$ cat config.mk
export PLATFORM = sky130hd
export DESIGN_NAME = mem_stage
export DESIGN_NICKNAME = d
export VERILOG_FILES = /design/src/rtl/mem_stage.sv
export SDC_FILE = /design/constraint.sdc
export NUM_CORES = 1
export LEC_CHECK = 0
export ABC_AREA = 1
export CORE_MARGIN = 4
export CORE_UTILIZATION = 53
export DETAILED_ROUTE_END_ITERATION = 7
export DONT_BUFFER_PORTS = 1
export MAX_ROUTING_LAYER = met4
export PLACE_DENSITY = 0.68
export SKIP_CTS_REPAIR_TIMING = 1
export SLEW_MARGIN = 20
export SYNTH_ARGS = -nofsm -noshare
export SYNTH_HDL_FRONTEND = slang
export SYNTH_SLANG_ARGS = --single-unit
export TNS_END_PERCENT = 50
$ cat constraint.sdc
create_clock -name clk -period 2.8 [get_ports clk]
set_input_delay 0.56 -clock clk [delete_from_list [all_inputs] [get_ports clk]]
set_output_delay 0.56 -clock clk [all_outputs]
set_load 0.05 [all_outputs]
$ cat src/rtl/mem_stage.sv
// mem_stage: memory-access stage of the in-order RISC-V pipeline.
// Non-memory results pass straight through to write-back. Loads and stores
// are split into single-byte transactions on the byte-wide controller port,
// with a stall request held until the access completes. Load bytes are
// assembled little-endian and sign/zero-extended to 32 bits.
// Optional build macro: MEM_ALIGN_CHECK_EN. When it is defined, misaligned
// half/word accesses are flagged on misalign_o and never reach the bus.
// When it is undefined, misalign_o is tied low and misaligned accesses
// proceed bytewise like aligned ones.

module mem_stage #(
    parameter int ADDR_W = 32
) (
    input  logic              clk,
    input  logic              rst,
    input  logic [4:0]        rd_i,
    input  logic              wreg_i,
    input  logic [31:0]       wdata_i,
    input  logic [2:0]        alusel_i,
    input  logic [ADDR_W-1:0] mem_addr_i,
    input  logic [31:0]       reg2_i,
    input  logic [2:0]        mem_sel_i,
    input  logic              mem_we_i,
    input  logic              load_sign_i,
    input  logic              stall_i,
    input  logic              mem_gnt_i,
    input  logic [7:0]        mem_rdata_i,
    output logic [4:0]        rd_o,
    output logic              wreg_o,
    output logic [31:0]       wdata_o,
    output logic              mem_req_o,
    output logic              mem_we_o,
    output logic [ADDR_W-1:0] mem_addr_o,
    output logic [7:0]        mem_wdata_o,
    output logic              stall_req_o,
    output logic              misalign_o
);

    // Result-class code that the execute stage uses to mark loads and stores.
    localparam logic [2:0] EXE_RES_LOAD_STORE = 3'b111;

    typedef enum logic [1:0] {
        IDLE,
        ISSUE,
        DRAIN,
        DONE
    } state_t;

    state_t      state_q, state_d;
    logic [1:0]  cnt_q, cnt_d;
    logic [31:0] loadBuf_q, loadBuf_d;
    logic        capValid_q, capValid_d;
    logic [1:0]  capIdx_q, capIdx_d;

    logic        isMemOp;
    logic [1:0]  lastIdx;
    logic        misaligned;
    logic [31:0] loadData;

    // Decode the access: is it a memory op, and which byte index is its last.
    always_comb begin
        isMemOp = (alusel_i == EXE_RES_LOAD_STORE) &&
                  ((mem_sel_i == 3'd1) || (mem_sel_i == 3'd2) || (mem_sel_i == 3'd4));
        case (mem_sel_i)
            3'd2:    lastIdx = 2'd1;
            3'd4:    lastIdx = 2'd3;
            default: lastIdx = 2'd0;
        endcase
    end

`ifdef MEM_ALIGN_CHECK_EN
    // Half accesses need an even address, word accesses a 4-byte-aligned one.
    always_comb begin
        misaligned = isMemOp &&
                     (((mem_sel_i == 3'd2) && mem_addr_i[0]) ||
                      ((mem_sel_i == 3'd4) && (mem_addr_i[1:0] != 2'b00)));
    end
`else
    // Without the check every access is treated as aligned and runs bytewise.
    always_comb begin
        misaligned = 1'b0;
    end
`endif

    // Extend the assembled load using only bytes 0..N-1 so stale upper bytes never leak.
    always_comb begin
        loadData = loadBuf_q;
        case (mem_sel_i)
            3'd1:    loadData = {{24{load_sign_i & loadBuf_q[7]}}, loadBuf_q[7:0]};
            3'd2:    loadData = {{16{load_sign_i & loadBuf_q[15]}}, loadBuf_q[15:0]};
            default: loadData = loadBuf_q;
        endcase
    end

    // Next-state logic: sequence the byte grants and capture read bytes one cycle after each load grant.
    always_comb begin
        state_d    = state_q;
        cnt_d      = cnt_q;
        loadBuf_d  = loadBuf_q;
        capValid_d = 1'b0;
        capIdx_d   = capIdx_q;

        if (capValid_q) begin
            loadBuf_d[{capIdx_q, 3'b000} +: 8] = mem_rdata_i;
        end

        case (state_q)
            IDLE: begin
                if (isMemOp && !misaligned) begin
                    state_d = ISSUE;
                    cnt_d   = 2'd0;
                end
            end
            ISSUE: begin
                if (mem_gnt_i) begin
                    cnt_d      = cnt_q + 2'd1;
                    capValid_d = !mem_we_i;
                    capIdx_d   = cnt_q;
                    if (cnt_q == lastIdx) begin
                        state_d = mem_we_i ? DONE : DRAIN;
                    end
                end
            end
            DRAIN: begin
                state_d = DONE;
            end
            DONE: begin
                if (!stall_i) begin
                    state_d = IDLE;
                end
            end
            default: begin
                state_d = IDLE;
            end
        endcase
    end

    // State register with synchronous active-low reset; reset abandons any transfer in flight.
    always_ff @(posedge clk) begin
        if (!rst) begin
            state_q    <= IDLE;
            cnt_q      <= 2'd0;
            loadBuf_q  <= 32'd0;
            capValid_q <= 1'b0;
            capIdx_q   <= 2'd0;
        end else begin
            state_q    <= state_d;
            cnt_q      <= cnt_d;
            loadBuf_q  <= loadBuf_d;
            capValid_q <= capValid_d;
            capIdx_q   <= capIdx_d;
        end
    end

    // Outputs: pass-through for non-memory ops, bus request while issuing, final result in DONE.
    // While a memory op is still in flight wreg_o is held low so nothing half-finished is written back.
    always_comb begin
        rd_o        = rd_i;
        wreg_o      = wreg_i;
        wdata_o     = wdata_i;
        mem_req_o   = 1'b0;
        mem_we_o    = 1'b0;
        mem_addr_o  = '0;
        mem_wdata_o = 8'd0;
        stall_req_o = 1'b0;
        misalign_o  = 1'b0;

        if (!rst) begin
            rd_o    = 5'd0;
            wreg_o  = 1'b0;
            wdata_o = 32'd0;
        end else begin
            case (state_q)
                IDLE: begin
                    if (isMemOp) begin
                        wreg_o = 1'b0;
                        if (misaligned) begin
                            misalign_o = 1'b1;
                        end else begin
                            stall_req_o = 1'b1;
                        end
                    end
                end
                ISSUE: begin
                    wreg_o      = 1'b0;
                    stall_req_o = 1'b1;
                    mem_req_o   = 1'b1;
                    mem_we_o    = mem_we_i;
                    mem_addr_o  = mem_addr_i + {{(ADDR_W-2){1'b0}}, cnt_q};
                    mem_wdata_o = reg2_i[{cnt_q, 3'b000} +: 8];
                end
                DRAIN: begin
                    wreg_o      = 1'b0;
                    stall_req_o = 1'b1;
                end
                DONE: begin
                    if (mem_we_i) begin
                        wreg_o  = 1'b0;
                        wdata_o = 32'd0;
                    end else begin
                        wdata_o = loadData;
                    end
                end
                default: begin
                    wreg_o = 1'b0;
                end
            endcase
        end
    end

endmodule
==> Word-level counts from Yosys, hierarchy flattened <==
Index checks and enable logic that the tools add are counted.
{ "word_totals": {"wordCells": 67, "register_bits": 39, "input_bits": 122, "output_inout_bits": 82} }
{ "op_classes": {"n_bitwise": 2, "addsub": 3, "n_eq_ne": 12, "shifts": 3, "n_mux": 31, "n_reduce_logical": 11} }
{ "op_table": {"columns": ["op", "n"], "rows": [
  ["$mux 32", 5],
  ["$pmux 32 s2", 1],
  ["$add 32x2->32", 1],
  ["$bwmux 32", 1],
  ["$shift 8x7->32 const A", 1],
  ["$shiftx 32x6->8", 1],
  ["$shiftx 8x7->32", 1],
  ["$mux 8", 2],
  ["$mux 2", 6],
  ["$mux 1", 10],
  ["$ne 2x2->1 const B", 4],
  ["$pmux 2 s2", 2],
  ["$pmux 2 s4", 1],
  ["$neg 5->7", 1],
  ["$eq 3x3->1 const B", 2],
  ["$reduce_and 3->1", 2],
  ["$mux 5", 1],
  ["$eq 2x2->1 const B", 2],
  ["$reduce_and 4->1", 1],
  ["$eq 3x1->1 const B", 1],
  ["$eq 3x2->1 const B", 1],
  ["$pmux 1 s3", 1],
  ["$add 2x1->2 const B", 1],
  ["$and 1x1->1", 2],
  ["10 further kinds", 11]
]} }

==> Longest topological paths before layout <==
{ "logic_depth": {"depth_word": 7, "ltp_mapped": 12, "ltp_nobuf": 12} }

==> Least setup slack after synthesis <==
Ideal clock, no wire load.
{ "synth_timing": {"kind": "in2out", "from": "input mem_addr_i[0]", "to": "output mem_addr_o[6]", "arrival_time_ns": 2.585, "slack_ns": -0.345, "stages": 7, "n_path_buf": 0, "t_required_ns": 2.240, "path_cell_list": "ha_1 -> fa_1 -> nand2_1 -> inv_2 -> nand2_2 -> nor2_2 -> a211oi_1"} }
{ "synth_via": {"elab_chain_len": 3} }
{ "synth_lines": {"columns": ["item", "line_no", "text"], "rows": [
  ["from (decl)", "20", "input logic [ADDR_W-1:0] mem_addr_i,"],
  ["$add 32x2->32", "189", "mem_addr_o = mem_addr_i + {{(ADDR_W-2){1'b0}}, cnt_q};"],
  ["$mux 32", "173", "case (state_q)"],
  ["$mux 32", "168", "if (!rst) begin"],
  ["to (decl)", "33", "output logic [ADDR_W-1:0] mem_addr_o,"]
]} }
No other way between the ends.

==> Worst setup path in the final report <==
{ "layout_timing": {"from": "register cnt_q[0]", "to": "output mem_addr_o[22]"} }
{ "layout_via": {"elab_chain_len": 3} }
{ "layout_lines": {"columns": ["item", "line_no", "text"], "rows": [
  ["from (decl)", "50", "logic [1:0] cnt_q, cnt_d;"],
  ["from (signal assigned)", "148", "cnt_q <= cnt_d;"],
  ["$add 32x2->32", "189", null],
  ["$mux 32", "173", null],
  ["$mux 32", "168", null]
]} }
No other way between the ends.

==> reports/results.tsv <==
metric	value	unit
status	finished clean	
drcViolationCount	0	
drtAntennaViolNets	0	
rows	31	
maxSlewHeadroom	62.69	%
drt-pass1-iter-count	5	
fin_area	4855	um^2
fin_util	66.58	%
setup.worst_path.class	reg -> out	
total_power	0.002627	W
postSynthAreaPerCell	5.795	um^2
rsz0062_at_grt	true	
grtUsageTotal	26.77	%
dieArea	8986	um^2
antenna_found_initial	0	
via_count	4653	
syn_nets	824	
worst_pin_slew	0.5589	ns
cts_tree	yes	
io_buffers	0	
post_synth_inst_count	689	
cts.path.max_buffers	2	
grt_max_degree	34	
place_congestion	0.9355	
vdd_drop_max	0.2935	mV
yosys.area.top_type	nand2_1	
power_density	541.2	nW/um^2
postPlaceCellArea	4701	um^2
dp_hpwl	9924	um
io_pins	204	
path_clk_slew	0.08	ns
die_width	94.80	um
slew_viol_final	0	
synth_async_sr_flop_share	0	%
netlist_top_cells_area	nand2_1 (20%), dfxtp_1 (20%), nor2_1 (9.9%)	
syn_area	3993	um^2
required	2.24	ns
synth_top_area_share	19.84	%
synth_warnings	0	
nNetsFinal	890	
die-height	94.80	um
drive_gt1_share	23.54	%
clock_latency	0.29	ns
drv_cap	0	
path_max_fanout	6	
wl_per_cell	14.48	um
numCtsBuffers	5	
ys_types	42	
h-tree-depth	2	
clkSinkCount	39	
min_period_over_period	96.31	%
grt_overflow	0	
max_freq	370.8	MHz
n_antenna_cell	0	
period_minus_slack	2.697	ns
finalHoldViolCount	0	
wl	12380	um
synth-edff-count	0	
yosysMostFrequentCell	nand2_1	
ys_top_cells_by_count	nand2_1 (211), nor2_1 (105), a21oi_1 (71)	
ys_ff_latch	39	
crit_arrival	2.14	ns
fillerInstances	697	
cp-start-kind	flop	
setup_viol	0	
start_util	54.75	%
synth-seq-area-share	19.55	%
core_area	7292	um^2
grt_pass1_vias	4054	
drt_iter0_markers	189	
synthToLayoutAreaGrowth	21.59	%
ys.flop_type	dfxtp_1	
viasPerCell	5.442	
worstHoldPathType	in -> reg	
p_leak	2.114	nW
cts_root_buf	clkbuf_8	
grt_pass1_wl	19110	um
end_kind	output port	
clock-skew-final	0.004571	ns
-- stage by stage --
step           std cells  hold slack [ns]  setup slack (ns)  setup TNS, ns
3_5_place_dp         846           0.4610            0.1114              0
4_1_cts              854           0.3342          -0.08424        -0.1605
6_report             855           0.3355            0.1034              0
2_1_floorplan        689           0.4453           -0.3447         -1.155
5_1_grt              855           0.3398          -0.03939       -0.06020
3_3_place_gp         846           0.4539            0.1529              0
-- layer usage --
metal	vias up	wire (um)	GRT usage, %	share of wire [%]
li1	2374	-	-	-
met1	2030	5278	34.77	43
met4	0	152	5.168	1.2
met2	233	5733	44.27	46
met5	-	0	-	0
met3	16	1213	4.143	9.8
-- flip-flops by register name, indices dropped and copies added (netlist names) --
| register | count |
|---|---|
| capIdx_q | 2 |
| capValid_q | 1 |
| cnt_q | 2 |
| state_q | 2 |
| loadBuf_q | 32 |
-- cells by family after synthesis --
| kind of cell | synth area share, % |
|---|---|
| AOI/OAI and AO/OA | 22.63 |
| adders and majority gates | 4.262 |
| other | 0.09392 |
| buffers and inverters | 10.09 |
| xor gates and xnor gates | 0.2194 |
| and+or+nand+nor | 43.15 |
| DFF | 19.56 |
-- worst max-delay path: stages (launching register included) --
cell and delay (ns):
dfxtp_2 0.38, ha_1 0.20, fa_2 0.23, nand2_2 0.07, inv_2 0.06, nand2_2 0.08
nor2_4 0.15, nand3_4 0.13, nor2_4 0.14, a21oi_1 0.07, nor2_1 0.15, buf_6 0.18
-- power by group --
part	switching [W]	total, W	internal [W]	leakage [nW]
Clock	0.000206	0.000381	0.000174	0.0412
Combinational	0.00114	0.00162	0.000475	1.76
Sequential	0.0000459	0.000632	0.000586	0.316
-- path summary, 6_finish.rpt --
check | depth (start not counted) | from | slack [ns] | end
setup / recovery | 11 | cnt_q[0] | 0.10 | mem_addr_o[22]
hold / removal | 1 | mem_we_i | 0.34 | capValid_q
setup reg to reg | 6 | capIdx_q[0] | 0.70 | loadBuf_q[22]
hold reg to reg | 2 | loadBuf_q[0] | 0.48 | loadBuf_q[0]
-- final cells by class --
| type | instances | area [um^2] | area share [%] |
|---|---|---|---|
| well taps | 99 | 123.9 | 2.552 |
| clock inverters | 2 | 12.51 | 0.2577 |
| clock buffers | 6 | 72.57 | 1.495 |
| inverters | 69 | 260.3 | 5.361 |
| multi-input cells | 554 | 2879 | 59.30 |
| flip-flops and latches | 39 | 783.3 | 16.13 |
| repair buffers | 86 | 723.2 | 14.90 |
-- cells in the final DEF (no fill, tap or decap), drive strengths merged, types with 8 or more instances in the layout --
master  instances
a21oi          82
a22oi           8
buf            86
dfxtp          39
ha             12
inv            68
nand2         219
nand3          29
nor2          118
nor3           15
o211ai         16
o21ai          29
No activity file was read; power rests on OpenSTA's default activity.
